File: src/rtl/seq_pkg.sv
// Shared definitions for the program sequencer: FSM state encoding,
// instruction field positions and field widths.
package seq_pkg;

    localparam int IW_DEF = 28;
    localparam int OP_W   = 4;
    localparam int REG_W  = 4;
    localparam int IMM_W  = 8;

    // Instruction word layout (bit positions)
    localparam int WE_BIT   = 27;
    localparam int WSRC_BIT = 26;
    localparam int MUXA_BIT = 25;
    localparam int MUXB_BIT = 24;
    localparam int OP_LSB   = 20;
    localparam int DEST_LSB = 16;
    localparam int A_LSB    = 12;
    localparam int B_LSB    = 8;
    localparam int IMM_LSB  = 0;

    typedef enum logic [2:0] {
        S_IDLE,
        S_FETCH,
        S_EXEC,
        S_SETTLE,
        S_HALTED
    } state_e;

    // Datapath controls held steady from the instruction register
    typedef struct packed {
        logic             wsrc;
        logic             mux_a;
        logic             mux_b;
        logic [OP_W-1:0]  op;
        logic [REG_W-1:0] dest;
        logic [REG_W-1:0] a;
        logic [REG_W-1:0] b;
        logic [IMM_W-1:0] imm;
    } ctrl_t;

endpackage

File: src/rtl/program_sequencer_if.sv
// Program-memory and datapath-control bundle for the sequencer.
// master = sequencer side, slave = memory/datapath side.
interface program_sequencer_if
    import seq_pkg::*;
#(
    parameter int PC_W = 8,
    parameter int IW   = IW_DEF
);
    logic             start;
    logic             halt_in;
    logic [IW-1:0]    instr_data;
    logic [PC_W-1:0]  instr_addr;
    logic             writeEnable;
    logic             writeSourceSelect;
    logic             muxASelect;
    logic             muxBSelect;
    logic [OP_W-1:0]  aluOpCode;
    logic [REG_W-1:0] destAddress;
    logic [REG_W-1:0] aAddress;
    logic [REG_W-1:0] bAddress;
    logic [IMM_W-1:0] extInputData;
    logic             busy;
    logic             done;

    modport master (
        input  start, halt_in, instr_data,
        output instr_addr, writeEnable, writeSourceSelect, muxASelect, muxBSelect,
               aluOpCode, destAddress, aAddress, bAddress, extInputData, busy, done
    );

    modport slave (
        output start, halt_in, instr_data,
        input  instr_addr, writeEnable, writeSourceSelect, muxASelect, muxBSelect,
               aluOpCode, destAddress, aAddress, bAddress, extInputData, busy, done
    );

endinterface

File: src/rtl/program_sequencer_decode.sv
// Combinational split of the instruction register into datapath controls.
// The write-enable bit is not decoded here; it feeds the one-cycle strobe
// flop in the sequencer directly.
module instr_decode
    import seq_pkg::*;
(
    input  logic [WE_BIT-1:0] ir,
    output ctrl_t             ctrl
);

    // Field extraction, fixed layout
    always_comb begin
        ctrl       = '0;
        ctrl.wsrc  = ir[WSRC_BIT];
        ctrl.mux_a = ir[MUXA_BIT];
        ctrl.mux_b = ir[MUXB_BIT];
        ctrl.op    = ir[OP_LSB +: OP_W];
        ctrl.dest  = ir[DEST_LSB +: REG_W];
        ctrl.a     = ir[A_LSB +: REG_W];
        ctrl.b     = ir[B_LSB +: REG_W];
        ctrl.imm   = ir[IMM_LSB +: IMM_W];
    end

endmodule

File: src/rtl/program_sequencer.sv
// Program sequencer: FETCH/EXEC/SETTLE per instruction, pc wraps modulo
// 2^PC_W, halts on halt_in sampled in SETTLE, restarts from 0 on start.
// Optional macro SEQ_SINGLE_STEP_EN adds step/step_mode inputs; with
// step_mode=1 SETTLE waits for a step pulse before the next FETCH.
module program_sequencer
    import seq_pkg::*;
#(
    parameter int PC_W = 8,
    parameter int IW   = IW_DEF
)(
    input  logic                clk,
    input  logic                rst,
`ifdef SEQ_SINGLE_STEP_EN
    input  logic                step,
    input  logic                step_mode,
`endif
    program_sequencer_if.master bus
);

    state_e            state;
    logic [PC_W-1:0]   pc;
    logic [WE_BIT-1:0] ir;      // instruction register below the we bit
    logic              we_q;    // we bit of the instruction, live only in EXEC
    logic              busy_q;
    logic              done_q;
    logic              advance;
    ctrl_t             ctrl;

`ifdef SEQ_SINGLE_STEP_EN
    assign advance = !step_mode || step;
`else
    assign advance = 1'b1;
`endif

    instr_decode u_decode (
        .ir   (ir),
        .ctrl (ctrl)
    );

    // Sequencer FSM with pc, IR and registered strobes; reset aborts at once
    always_ff @(posedge clk or posedge rst) begin
        if (rst) begin
            state  <= S_IDLE;
            pc     <= '0;
            ir     <= '0;
            we_q   <= 1'b0;
            busy_q <= 1'b0;
            done_q <= 1'b0;
        end else begin
            case (state)
                S_IDLE, S_HALTED: begin
                    if (bus.start) begin
                        pc     <= '0;
                        state  <= S_FETCH;
                        busy_q <= 1'b1;
                        done_q <= 1'b0;
                    end
                end
                S_FETCH: begin
                    ir    <= bus.instr_data[WE_BIT-1:0];
                    we_q  <= bus.instr_data[WE_BIT];
                    state <= S_EXEC;
                end
                S_EXEC: begin
                    we_q  <= 1'b0;
                    state <= S_SETTLE;
                end
                S_SETTLE: begin
                    if (bus.halt_in) begin
                        state  <= S_HALTED;
                        busy_q <= 1'b0;
                        done_q <= 1'b1;
                    end else if (advance) begin
                        pc    <= pc + 1'b1;
                        state <= S_FETCH;
                    end
                end
                default: state <= S_IDLE;
            endcase
        end
    end

    assign bus.instr_addr        = pc;
    assign bus.writeEnable       = we_q;
    assign bus.writeSourceSelect = ctrl.wsrc;
    assign bus.muxASelect        = ctrl.mux_a;
    assign bus.muxBSelect        = ctrl.mux_b;
    assign bus.aluOpCode         = ctrl.op;
    assign bus.destAddress       = ctrl.dest;
    assign bus.aAddress          = ctrl.a;
    assign bus.bAddress          = ctrl.b;
    assign bus.extInputData      = ctrl.imm;
    assign bus.busy              = busy_q;
    assign bus.done              = done_q;

endmodule

File: src/flat_wrapper.sv
// flat-port wrapper written by rule: the top's interface ports become plain ports
module program_sequencer_flat import seq_pkg::*;
#(
    parameter int PC_W = 8,
    parameter int IW   = IW_DEF
)
  (clk, rst, bus_start, bus_halt_in, bus_instr_data, bus_instr_addr, bus_writeEnable, bus_writeSourceSelect, bus_muxASelect, bus_muxBSelect, bus_aluOpCode, bus_destAddress, bus_aAddress, bus_bAddress, bus_extInputData, bus_busy, bus_done);
  program_sequencer_if #(.PC_W(PC_W), .IW(IW)) bus_i ();
  input  logic clk;
  input  logic rst;
  input wire logic [$bits(bus_i.start)-1:0] bus_start;
  input wire logic [$bits(bus_i.halt_in)-1:0] bus_halt_in;
  input wire logic [$bits(bus_i.instr_data)-1:0] bus_instr_data;
  output wire logic [$bits(bus_i.instr_addr)-1:0] bus_instr_addr;
  output wire logic [$bits(bus_i.writeEnable)-1:0] bus_writeEnable;
  output wire logic [$bits(bus_i.writeSourceSelect)-1:0] bus_writeSourceSelect;
  output wire logic [$bits(bus_i.muxASelect)-1:0] bus_muxASelect;
  output wire logic [$bits(bus_i.muxBSelect)-1:0] bus_muxBSelect;
  output wire logic [$bits(bus_i.aluOpCode)-1:0] bus_aluOpCode;
  output wire logic [$bits(bus_i.destAddress)-1:0] bus_destAddress;
  output wire logic [$bits(bus_i.aAddress)-1:0] bus_aAddress;
  output wire logic [$bits(bus_i.bAddress)-1:0] bus_bAddress;
  output wire logic [$bits(bus_i.extInputData)-1:0] bus_extInputData;
  output wire logic [$bits(bus_i.busy)-1:0] bus_busy;
  output wire logic [$bits(bus_i.done)-1:0] bus_done;
  assign bus_i.start = bus_start;
  assign bus_i.halt_in = bus_halt_in;
  assign bus_i.instr_data = bus_instr_data;
  assign bus_instr_addr = bus_i.instr_addr;
  assign bus_writeEnable = bus_i.writeEnable;
  assign bus_writeSourceSelect = bus_i.writeSourceSelect;
  assign bus_muxASelect = bus_i.muxASelect;
  assign bus_muxBSelect = bus_i.muxBSelect;
  assign bus_aluOpCode = bus_i.aluOpCode;
  assign bus_destAddress = bus_i.destAddress;
  assign bus_aAddress = bus_i.aAddress;
  assign bus_bAddress = bus_i.bAddress;
  assign bus_extInputData = bus_i.extInputData;
  assign bus_busy = bus_i.busy;
  assign bus_done = bus_i.done;
  program_sequencer #(.PC_W(PC_W), .IW(IW)) u_core (.clk(clk), .rst(rst), .bus(bus_i));
endmodule
File: config.mk
export PLATFORM = sky130hd
export DESIGN_NAME = program_sequencer_flat
export DESIGN_NICKNAME = d
export VERILOG_FILES = /design/src/rtl/seq_pkg.sv /design/src/rtl/program_sequencer_if.sv /design/src/rtl/program_sequencer_decode.sv /design/src/rtl/program_sequencer.sv /design/src/flat_wrapper.sv
export SDC_FILE = /design/constraint.sdc
export NUM_CORES = 1
export LEC_CHECK = 0
export ABC_AREA = 1
export CAP_MARGIN = 15
export CORE_MARGIN = 2
export CORE_UTILIZATION = 47
export CTS_BUF_LIST = sky130_fd_sc_hd__clkbuf_8
export CTS_CLUSTER_DIAMETER = 60
export CTS_CLUSTER_SIZE = 14
export DETAILED_ROUTE_END_ITERATION = 6
export PLACE_DENSITY = 0.95
export SYNTH_ARGS = -nofsm -noshare
export SYNTH_HDL_FRONTEND = slang
export SYNTH_SLANG_ARGS = --single-unit
File: constraint.sdc
create_clock -name clk -period 4.2 [get_ports clk]
set_input_delay 1.26 -clock clk [delete_from_list [all_inputs] [get_ports clk]]
set_output_delay 1.26 -clock clk [all_outputs]
set_load 0.01 [all_outputs]
==> flow_summary_export.csv <==
group,metric,value,unit
logic_synthesis,ys_seq_area_frac,0.599,
sta,timing.final.max_slew_violations,0,
routing,viasPerCell,4.97,
hold_path,min_to,"u_core.ir[22]",
logic_synthesis,synthCells,154,
hold_path,whs_path_depth,1,
setup_path,end_kind,"primary output",
sta,worst_pin_slew,826,ps
global_route,use_met1,0.230,
setup_path,cp-start-kind,"register",
setup_path,critPathMaxStageDelay,570,ps
logic_synthesis,synth_area,1710,µm²
setup_path,reg2reg_slack,2750,ps
sta,rsz0062_at_grt,"false",
clock_tree,ctsRootBufferMaster,"clkbuf_8",
setup_path,rr_worst_depth,7,
logic_synthesis,synth_top_area_cell,"dfrtp_1",
finish,ff_latch_area,1030,µm²
placement,gp_congestion,0.826,
clock_tree,numCtsBuffers,5,
setup_path,crit_chain,"clkdlybuf4s50_1",
die,fp-row-count,21,
clock_tree,htreeDepth,2,
clock_tree,cts_tree,"done",
die,die_w,64.4,µm
finish,fillers,232,
logic_synthesis,ys_warn_count,0,
logic_synthesis,yosysTopAreaCellShare,0.599,
routing,antenna_left,0,
routing,route.detailed.wl_per_inst,13.4,µm
global_route,grt_util_all_layers,0.198,
hold_path,worstHoldPathType,"register to register",
die,die_height,64.4,µm
routing,remaining_drc_errors,0,
global_route,grt.overflow.total,0,
clock_tree,clockBufferDepth,2,
placement,numPortBuffers,69,
placement,hpwl,2750,µm
setup_path,path_buf_inv,1,
sta,setup_viol,0,
hold_path,hp-start,"u_core.ir[22]",
setup_path,cp_max_fo,7,
logic_synthesis,syn_avg_cell_area,11.1,µm²
pwr,ir_drop,0.406,mV
setup_path,critPathTopFamily,"buffers and inverters",
finish,fin_nets,262,
finish,synthToLayoutAreaGrowth,49.1,%
sta,max_slew_margin,0.449,
clock_tree,clkLatencyLatePin,300,ps
global_route,grt_start_max_net_pins,31,
sta,period_minus_slack,2580,ps
global_route,use_met3,0.0898,
placement,dpl.cell_count,268,
die,num_io_pins,70,
global_route,grt.busiest_layer,"met2",
global_route,antenna_found_initial,0,
finish,multi_input_area,606,µm²
routing,vias,1373,
logic_synthesis,synth_nets,187,
finish,drive_above_1_share,0.170,
pwr,p_per_area,684,nW/µm²
logic_synthesis,ys_types,16,
die,core_area,3420,µm²
setup_path,worstPathRequired,2940,ps
die,start_util,0.502,
global_route,grt_util_met2,0.323,
logic_synthesis,synth-seq-cells,41,
flow_run,cap_violations,0,
pwr,p_leak,0.00114,µW
global_route,grt_pass1_wl,6140,µm
outcome,status,"completed",
clock_tree,cts_hold_buf,0,
setup_path,worst-setup-path-type,"register to primary output",
finish,antenna_cells,0,
clock_tree,cts.repair.resized,0,
sta,post-route-period-util,0.615,
clock_tree,clk_pin_slew_worst_paths,80,ps
setup_path,crit_arrival,1320,ps
global_route,grt_pass1_vias,1369,
setup_path,slowest_stage,"clkdlybuf4s50_1",
sta,finalHoldViolations,0,
sta,setup_tns,0,ps
sta,finClkSkew,3.34,ps
sta,timing.hold.ws,506,ps
setup_path,rr_startpoint,"u_core.state[2]",
routing,firstDrtPassIters,4,
sta,max_freq,387,MHz
pwr,design_power_total,1750,µW
clock_tree,cts_sinks,41,
routing,drtIter0Drc,50,
setup_path,r2r_end,"u_core.bus.instr_addr[5]",
finish,final_cells,276,
routing,wl,3700,µm
die,fp.dieArea,4150,µm²
logic_synthesis,synth_area_leaders,"dfrtp_1, mux2_2, nand2_1",
clock_tree,cts_setup_buffers,0,
[logic make-up (layout without fill, tap and decap cells)]
family,Yosys count,in the layout,synth area share
compound gates,9,9,0.0292
mux,27,27,0.177
fa+ha+maj,1,1,0.00730
buf+inv,19,95,0.0482
simple gates,57,57,0.139
flops,41,41,0.599
[layout by cell type, fill, tap and decap left out, drive strengths merged]
cell	n
clkinv	2
nand3	13
o21bai	1
clkdlybuf4s50	69
ha	1
mux2	27
buf	3
a21oi	1
o21a	1
nand4	1
nand3b	1
inv	15
dfrtp	41
nand2	30
or2	1
clkbuf	6
o21ai	6
nor2	11
[through the flow]
step	utilization	cell area [µm²]	worst slack (ps)
after floorplan	-	1710	1990
after global placement	0.720	2460	1600
after detailed placement	0.720	2460	1500
after CTS	0.748	2550	1610
after global routing	0.748	2550	1570
final	0.748	2550	1620
[layout make-up]
class	instances	area share
timing repair buffer	72	0.279
inverter	15	0.0220
multi-input combinational	94	0.237
clock buffer	6	0.0323
tap	46	0.0225
clock inverter	2	0.00539
sequential	41	0.402
[power breakdown]
part	leakage, µW	internal (µW)	switching (µW)
registers	0.000499	565	97.7
clock network	0.0000512	133	138
logic	0.000589	484	330
total	0.00114	1180	566
[sequential cells by signal (all words and copies together), names as in the netlist]
name and count:
u_core.bus.writeEnable 1, u_core.ir 27, u_core.bus.busy 1, u_core.state 3
u_core.bus.done 1, u_core.bus.instr_addr 8
[cell usage after synthesis, drive strengths merged]
master and number:
nand3b 1, mux2 27, nand2 30, a21oi 1
nand3 13, inv 15, or2 1, dfrtp 41
o21bai 1, nor2 11, o21a 1, nand4 1
ha 1, o21ai 6, buf 4
[how the worst max path moves through the flow]
stage,startpoint,endpoint,slack (ps),cells past startpoint
6_report,u_core.bus.instr_addr[2],bus_instr_addr[2],1620,1
4_1_cts,u_core.bus.instr_addr[2],bus_instr_addr[2],1610,1
3_3_place_gp,bus_halt_in,u_core.bus.instr_addr[7],1600,6
3_5_place_dp,bus_halt_in,u_core.bus.instr_addr[5],1500,7
2_1_floorplan,rst,u_core.bus.busy,1990,1
5_1_grt,u_core.bus.instr_addr[2],bus_instr_addr[2],1570,1
[layer usage]
metal	vias up	wire length (µm)
met5	-	0
met4	0	53
met3	8	406
met2	72	1840
met1	639	1400
li1	654	-
(Power assumes the default switching activity.)
